--- config.mk ---
export PLATFORM = sky130hd
export DESIGN_NAME = propose_scheduler
export DESIGN_NICKNAME = d
export VERILOG_FILES = /design/src/rtl/propose_scheduler.sv
export SDC_FILE = /design/constraint.sdc
export NUM_CORES = 1
export LEC_CHECK = 0
export ABC_CLOCK_PERIOD_IN_PS = 2200
export CAP_MARGIN = 20
export CORE_UTILIZATION = 45
export DETAILED_ROUTE_END_ITERATION = 7
export GPL_TIMING_DRIVEN = 1
export PLACE_DENSITY_LB_ADDON = 0.1
export REMOVE_ABC_BUFFERS = 1
export SYNTH_ARGS = -nofsm -noshare
export SYNTH_HDL_FRONTEND = slang
export SYNTH_SLANG_ARGS = --single-unit
--- constraint.sdc ---
create_clock -name in_clk -period 2.2 [get_ports in_clk]
set_clock_uncertainty 0.1 [all_clocks]
set_input_delay 0.44 -clock in_clk [delete_from_list [all_inputs] [get_ports in_clk]]
set_output_delay 0.44 -clock in_clk [all_outputs]
set_load 0.03 [all_outputs]
--- src/rtl/propose_scheduler.sv ---
// propose_scheduler: sweeps NUM_VARS variables num_sweeps times, launching one
//    proposal per variable and writing each accepted result to the assignment store.
// Latency: first proposal 1 cycle after an accepted start; at least 3 cycles per variable.
// Backpressure: waits in WAIT for in_propose_done. With PROPOSE_SCHED_TIMEOUT_EN defined,
//    a proposal is abandoned after TIMEOUT_CYCLES WAIT cycles and a sticky error is raised.
module propose_scheduler #(
   parameter int NUM_VARS       = 4,
   parameter int IDX_W          = 2,
   parameter int VAL_W          = 8,
   parameter int TIMEOUT_CYCLES = 16
) (
   input  logic             in_clk,
   input  logic             in_reset,
   input  logic             in_start,
   input  logic [15:0]      in_num_sweeps,
   output logic             out_propose_enable,
   output logic [IDX_W-1:0] out_variable_index,
   input  logic             in_propose_done,
   input  logic [VAL_W-1:0] in_assignment_new,
   output logic             out_wr_en,
   output logic [IDX_W-1:0] out_wr_index,
   output logic [VAL_W-1:0] out_wr_data,
   output logic             out_busy,
   output logic             out_done,
   output logic [15:0]      out_sweep_count,
   output logic             out_timeout_err
);

   // Reject configurations where the index cannot address every variable.
   if (((2 ** IDX_W) < NUM_VARS) || (NUM_VARS < 1) || (TIMEOUT_CYCLES < 1)) begin : g_param_chk
      $error("propose_scheduler: invalid NUM_VARS/IDX_W/TIMEOUT_CYCLES combination");
   end

   localparam logic [IDX_W-1:0] LAST_IDX = IDX_W'(NUM_VARS - 1);

   typedef enum logic [2:0] {
      ST_IDLE,
      ST_ISSUE,
      ST_WAIT,
      ST_WRITE,
      ST_DONE
   } state_t;

   state_t           state_q;
   logic [IDX_W-1:0] idx_q;
   logic [15:0]      sweep_cnt_q;
   logic [15:0]      target_q;
   logic [VAL_W-1:0] data_q;
   logic             en_q;
   logic             wr_en_q;
   logic             busy_q;
   logic             done_q;

   // Values a proposal exit (write or timeout) moves to.
   logic [IDX_W-1:0] idx_d;
   logic [15:0]      sweep_cnt_d;
   logic             run_end_d;

`ifdef PROPOSE_SCHED_TIMEOUT_EN
   localparam int TW = $clog2(TIMEOUT_CYCLES + 1);
   localparam logic [TW-1:0] WAIT_LAST = TW'(TIMEOUT_CYCLES - 1);

   logic [TW-1:0] wait_cnt_q;
   logic          timeout_err_q;
`endif

   // Advance to the next variable; the last variable of a sweep wraps the index
   // and completes a sweep, which may finish the run.
   always_comb begin
      idx_d       = idx_q + 1'b1;
      sweep_cnt_d = sweep_cnt_q;
      if (idx_q == LAST_IDX) begin
         idx_d       = '0;
         sweep_cnt_d = sweep_cnt_q + 16'd1;
      end
      run_end_d = (sweep_cnt_d == target_q);
   end

   // Scheduler FSM: state, counters and all registered outputs.
   always_ff @(posedge in_clk) begin
      if (in_reset) begin
         state_q     <= ST_IDLE;
         idx_q       <= '0;
         sweep_cnt_q <= '0;
         target_q    <= '0;
         data_q      <= '0;
         en_q        <= 1'b0;
         wr_en_q     <= 1'b0;
         busy_q      <= 1'b0;
         done_q      <= 1'b0;
`ifdef PROPOSE_SCHED_TIMEOUT_EN
         wait_cnt_q    <= '0;
         timeout_err_q <= 1'b0;
`endif
      end else begin
         // Strobes are single-cycle unless re-armed by a transition below.
         en_q    <= 1'b0;
         wr_en_q <= 1'b0;
         done_q  <= 1'b0;

         case (state_q)
            ST_IDLE: begin
               if (in_start) begin
                  target_q    <= in_num_sweeps;
                  idx_q       <= '0;
                  sweep_cnt_q <= '0;
                  busy_q      <= 1'b1;
                  state_q     <= ST_ISSUE;
                  // A zero-sweep run passes through ISSUE with the enable
                  // suppressed and finishes on the following cycle.
                  en_q        <= (in_num_sweeps != 16'd0);
`ifdef PROPOSE_SCHED_TIMEOUT_EN
                  timeout_err_q <= 1'b0;
`endif
               end
            end

            ST_ISSUE: begin
               if (target_q == 16'd0) begin
                  state_q <= ST_DONE;
                  done_q  <= 1'b1;
               end else begin
                  state_q <= ST_WAIT;
`ifdef PROPOSE_SCHED_TIMEOUT_EN
                  wait_cnt_q <= '0;
`endif
               end
            end

            ST_WAIT: begin
               // A result in the final WAIT cycle takes priority over timeout.
               if (in_propose_done) begin
                  data_q  <= in_assignment_new;
                  wr_en_q <= 1'b1;
                  state_q <= ST_WRITE;
               end
`ifdef PROPOSE_SCHED_TIMEOUT_EN
               else if (wait_cnt_q == WAIT_LAST) begin
                  timeout_err_q <= 1'b1;
                  idx_q         <= idx_d;
                  sweep_cnt_q   <= sweep_cnt_d;
                  if (run_end_d) begin
                     state_q <= ST_DONE;
                     done_q  <= 1'b1;
                  end else begin
                     state_q <= ST_ISSUE;
                     en_q    <= 1'b1;
                  end
               end else begin
                  wait_cnt_q <= wait_cnt_q + 1'b1;
               end
`endif
            end

            ST_WRITE: begin
               idx_q       <= idx_d;
               sweep_cnt_q <= sweep_cnt_d;
               if (run_end_d) begin
                  state_q <= ST_DONE;
                  done_q  <= 1'b1;
               end else begin
                  state_q <= ST_ISSUE;
                  en_q    <= 1'b1;
               end
            end

            ST_DONE: begin
               state_q <= ST_IDLE;
               busy_q  <= 1'b0;
            end

            default: begin
               state_q <= ST_IDLE;
               busy_q  <= 1'b0;
            end
         endcase
      end
   end

   // The index register is only updated on proposal exit, so it is stable
   // from ISSUE through WRITE and doubles as the write address.
   assign out_propose_enable = en_q;
   assign out_variable_index = idx_q;
   assign out_wr_en          = wr_en_q;
   assign out_wr_index       = idx_q;
   assign out_wr_data        = data_q;
   assign out_busy           = busy_q;
   assign out_done           = done_q;
   assign out_sweep_count    = sweep_cnt_q;

`ifdef PROPOSE_SCHED_TIMEOUT_EN
   assign out_timeout_err = timeout_err_q;
`else
   assign out_timeout_err = 1'b0;
`endif

endmodule

=== Yosys cells after proc, flatten, opt, wreduce, memory -nomap -nowiden ===
Index checks and enable logic that the tools add are counted.

* Register bits: 49
* Input port bits: 28

* Add/sub/neg operators: 2
* Eq/ne operators: 7
* Multiplexer cells: 20
* Bitwise gates (word level): 2
* Reduce and logical (&&, ||, !) cells: 11

{| class="wikitable"
|+ Operators with widths
! cell !! number
|-
| $mux W16 || 2
|-
| $pmux W16 S2 || 1
|-
| $add A16 B1 Y16 const B || 1
|-
| $eq A16 B16 Y1 || 1
|-
| $logic_not A16 Y1 || 1
|-
| $reduce_bool A16 Y1 || 1
|-
| $mux W3 || 4
|-
| $pmux W3 S4 || 1
|-
| $reduce_and A2 Y1 || 5
|-
| $eq A3 B2 Y1 const B || 2
|-
| $mux W1 || 6
|-
| $pmux W1 S2 || 3
|-
| $mux W2 || 2
|-
| $ne A2 B2 Y1 const B || 2
|-
| $pmux W2 S2 || 1
|-
| $eq A3 B1 Y1 const B || 1
|-
| $logic_not A3 Y1 || 1
|-
| $reduce_or A3 Y1 || 1
|-
| $add A2 B1 Y2 const B || 1
|-
| $eq A2 B2 Y1 const B || 1
|-
| $not A1 Y1 || 2
|-
| $reduce_bool A2 Y1 || 1
|-
| $reduce_or A2 Y1 || 1
|}

=== Depth between registers and ports, before layout ===
* Word-level depth: 5
* Gate-level depth with buffers: 9
* Gate-level depth less buffers: 8

=== Worst setup path before layout ===
Ideal clock, no wire load.

* Kind: register to register
* Start: register idx_q[0] (netlist: out_variable_index[0])
* End: register done_q (netlist: out_done)
* Data arrival time: 2,303 ps
* Data required time: 2,041 ps
* Setup slack: -261 ps
* Stages on the path, launching flop included: 10
* Buffers on the path: 1
* Cell sequence: dfxtp_1 -> ha_1 -> nand4_1 -> or3_1 -> buf_2 -> nor3_2 -> xnor2_1 -> nand4_2 -> nor3_2 -> o211a_1

* Word-level cells in the longest chain between the ends: 5

{| class="wikitable"
|+ RTL lines
! what !! RTL line !! text
|-
| start: declaration || 45 || <nowiki>logic [IDX_W-1:0] idx_q;</nowiki>
|-
| start signal: assignment || 156 || <nowiki>idx_q <= idx_d;</nowiki>
|-
| $eq A2 B2 Y1 || 72 || <nowiki>if (idx_q == LAST_IDX) begin</nowiki>
|-
| $mux W16 || 72 ||
|-
| $eq A16 B16 Y1 || 76 || <nowiki>run_end_d = (sweep_cnt_d == target_q);</nowiki>
|-
| $mux W1 || 158 || <nowiki>if (run_end_d) begin</nowiki>
|-
| $pmux W1 S2 || 101 || <nowiki>case (state_q)</nowiki>
|-
| end signal: assignment || 90 || <nowiki>done_q <= 1'b0;</nowiki>
|-
| end signal: assignment || 99 || <nowiki>done_q <= 1'b0;</nowiki>
|-
| end signal: assignment || 160 || <nowiki>done_q <= 1'b1;</nowiki>
|-
| end: declaration || 52 || <nowiki>logic done_q;</nowiki>
|}

No other way between the ends.
A chain may end at the register's enable or synchronous reset.

=== Final worst setup path ===
Ends and elaborated chain as after synthesis.

==> flow_summary.ini <==
[outcome]
status = complete, no violations

[sta]
fmaxAchievable_ghz = 0.458
finalCritPeriodShare = 0.993
period_needed_ns = 2.18
whs_ns = 0.358
setup_ws_ns = 0.0159
rsz0062_at_grt = yes
finalSetupViolCount = 0
drv_slew = 0
finalHoldViolations = 0

[power]
switchingPower_w = 0.000606
ir_drop_uv = 350
combPwrFrac = 0.223
leakagePower_nw = 1.41
p_clk_frac = 0.290
swShare = 0.304
power_frac_seq = 0.488
p_int_w = 0.00138
power_density_nw_per_um2 = 536

[synth]
synth_area_per_cell_sq_um = 7.73
synthDistinctLibCells = 52
syn_inst = 342
ys.flop_type = dfxtp_1
synth.ff_latch_count = 49
synthArstFlopShare = 0
synth_seq_area_share = 0.371
synth_area_sq_um = 2650
yosys_warnings = 0
synth_edf_count = 0

[global_routing]
grt_pass1_wl_um = 11700
first_global_vias = 2539
overflow = 0
grt_util_all_layers = 0.242
grt_max_degree = 29
antenna_found_initial = 0

[placed_design]
dp_cells = 485
placed_area_sq_um = 3500
port_buffers = 59
hpwl_um = 5360
dp_slack_ns = -0.0134
gp_congestion = 0.871

[clock_network]
htreeDepth = 2
clk_path_buf_depth = 2
cts_made_buffers = 5
clock_sinks = 49
cts-root-buf = clkbuf_8
clock_latency_ns = 0.31
cts_tree = built
clk_pin_slew_worst_paths_ns = 0.09

[layout]
fin_area_sq_um = 3710
layout_common_cells = nand2_1, clkdlybuf4s50_1, a21oi_1, dfxtp_1, buf_4
final_common_cell = nand2_1
nets = 452
area_growth_pct = 40.3
drive_above_1_share = 0.189
stdcell_count = 495
antennaDiodeCount = 0

[die]
coreArea_sq_um = 5570
dieWidth_um = 78.7
rows = 27
dieHeight_um = 78.7
dieArea_sq_um = 6190
initial_core_util = 0.475
io_pins = 61

[setup_path]
cp-end-kind = flop
cp.arrival_ns = 2.34
start_kind = flop
cp_max_fo = 4
cp.required_ns = 2.36
critPathKind = flop to flop

[drt]
drt_iter0_markers = 134
drt-total-wl_um = 7180
vias_per_cell = 5.52
drc = 0
postRouteAntennaNets = 0
dr.pass1.iters = 4
routedWlPerCell_um = 14.5
vias = 2733

[min_path]
hold_path.class = flop to flop

[job]
maxCapViolations = 0
[metal layers]
metal | vias to the layer above | routed length (um) | global-route usage
met5 | - | 0 | 0
met4 | 0 | 77 | 0.0796
met3 | 7 | 333 | 0.0523
met2 | 74 | 3490 | 0.406
met1 | 1284 | 3280 | 0.306
li1 | 1368 | - | -
[timing repair]
item | 4_1_cts | 5_1_grt
endpoints found under the setup margin | 4 | 7
pin swaps | 7 | 14
setup buffers | 0 | 2
hold buffers | 0 | 0
gates resized for setup | 6 | 18
[metrics by stage]
stage           util  TNS (ns)  total power (W)
2_1_floorplan      -     -4.57          0.00123
6_report       0.666         0          0.00199
4_1_cts        0.649         0          0.00200
5_1_grt        0.666    -0.273          0.00209
3_5_place_dp   0.628   -0.0134          0.00143
3_3_place_gp   0.628         0          0.00142
[registers in the layout (all words and copies together) (netlist names)]
signal              flops
out_done                1
target_q               16
out_wr_en               1
out_wr_data             8
state_q                 3
out_propose_enable      1
out_busy                1
out_sweep_count        16
out_variable_index      2
[logic make-up after synthesis]
kind of cell / Yosys count / synth area share
simple gates: 155 / 0.295
compound gates: 82 / 0.200
flops: 49 / 0.371
buf+inv: 31 / 0.0511
xor+xnor: 22 / 0.0728
fa+ha+maj: 2 / 0.00946
other cells: 1 / 0.00142
[critical path, stage by stage, from the launching register on]
cell	delay, ns
dfxtp_2	0.36
ha_4	0.18
nand4_1	0.16
buf_4	0.19
nor4_4	0.21
xnor2_1	0.13
a221oi_2	0.24
nand4_1	0.18
nor3_2	0.22
o211a_1	0.15
[path summary, 6_finish.rpt]
path | start | to | slack [ns] | cells past startpoint
max | out_variable_index[0]$_SDFFE_PP0P_ | out_done$_SDFF_PP0_ | 0.02 | 9
min | out_wr_data[3]$_SDFFE_PP0P_ | out_wr_data[3]$_SDFFE_PP0P_ | 0.36 | 2
max reg2reg | out_variable_index[0]$_SDFFE_PP0P_ | out_done$_SDFF_PP0_ | 0.02 | 9
min reg2reg | out_wr_data[3]$_SDFFE_PP0P_ | out_wr_data[3]$_SDFFE_PP0P_ | 0.36 | 2
[power by group through the flow]
stage	Combinational [W]	Clock, W	Sequential, W
global route	0.000486	0.000625	0.000976
CTS	0.000439	0.000589	0.000970
finish	0.000444	0.000576	0.000971
floorplan	0.000212	0	0.00101
detailed placement	0.000435	0	0.000991
global placement	0.000432	0	0.000990
[synthesized netlist by cell type (all sizes together) (2+ instances only)]
cell type	instances	area share
o21ai	9	0.017
or4	2	0.0057
clkbuf	16	0.023
or3	4	0.0095
o211a	3	0.011
a31oi	3	0.0071
a211oi	2	0.0057
nand4	11	0.034
ha	2	0.0095
xor2	8	0.026
nand2b	3	0.0071
a311oi	2	0.0066
nor4	13	0.039
nand2	68	0.099
nor3	12	0.026
nand4b	2	0.0066
o32ai	2	0.0066
or2	2	0.0047
inv	5	0.0071
xnor2	14	0.046
nand3	8	0.015
dfxtp	49	0.37
o31a	2	0.0066
buf	10	0.021
nor2	27	0.039
a22oi	2	0.0057
a21oi	46	0.087
[final cells by class]
cell class / instances / area [sq um]
Fill cell: 500 / 1860
Multi-Input combinational cell: 262 / 1610
Sequential cell: 49 / 990
Timing Repair Buffer: 99 / 902
Tap cell: 72 / 90.1
Clock buffer: 6 / 82.6
Inverter: 5 / 18.8
Clock inverter: 2 / 13.8
(Power assumes the default switching activity.)
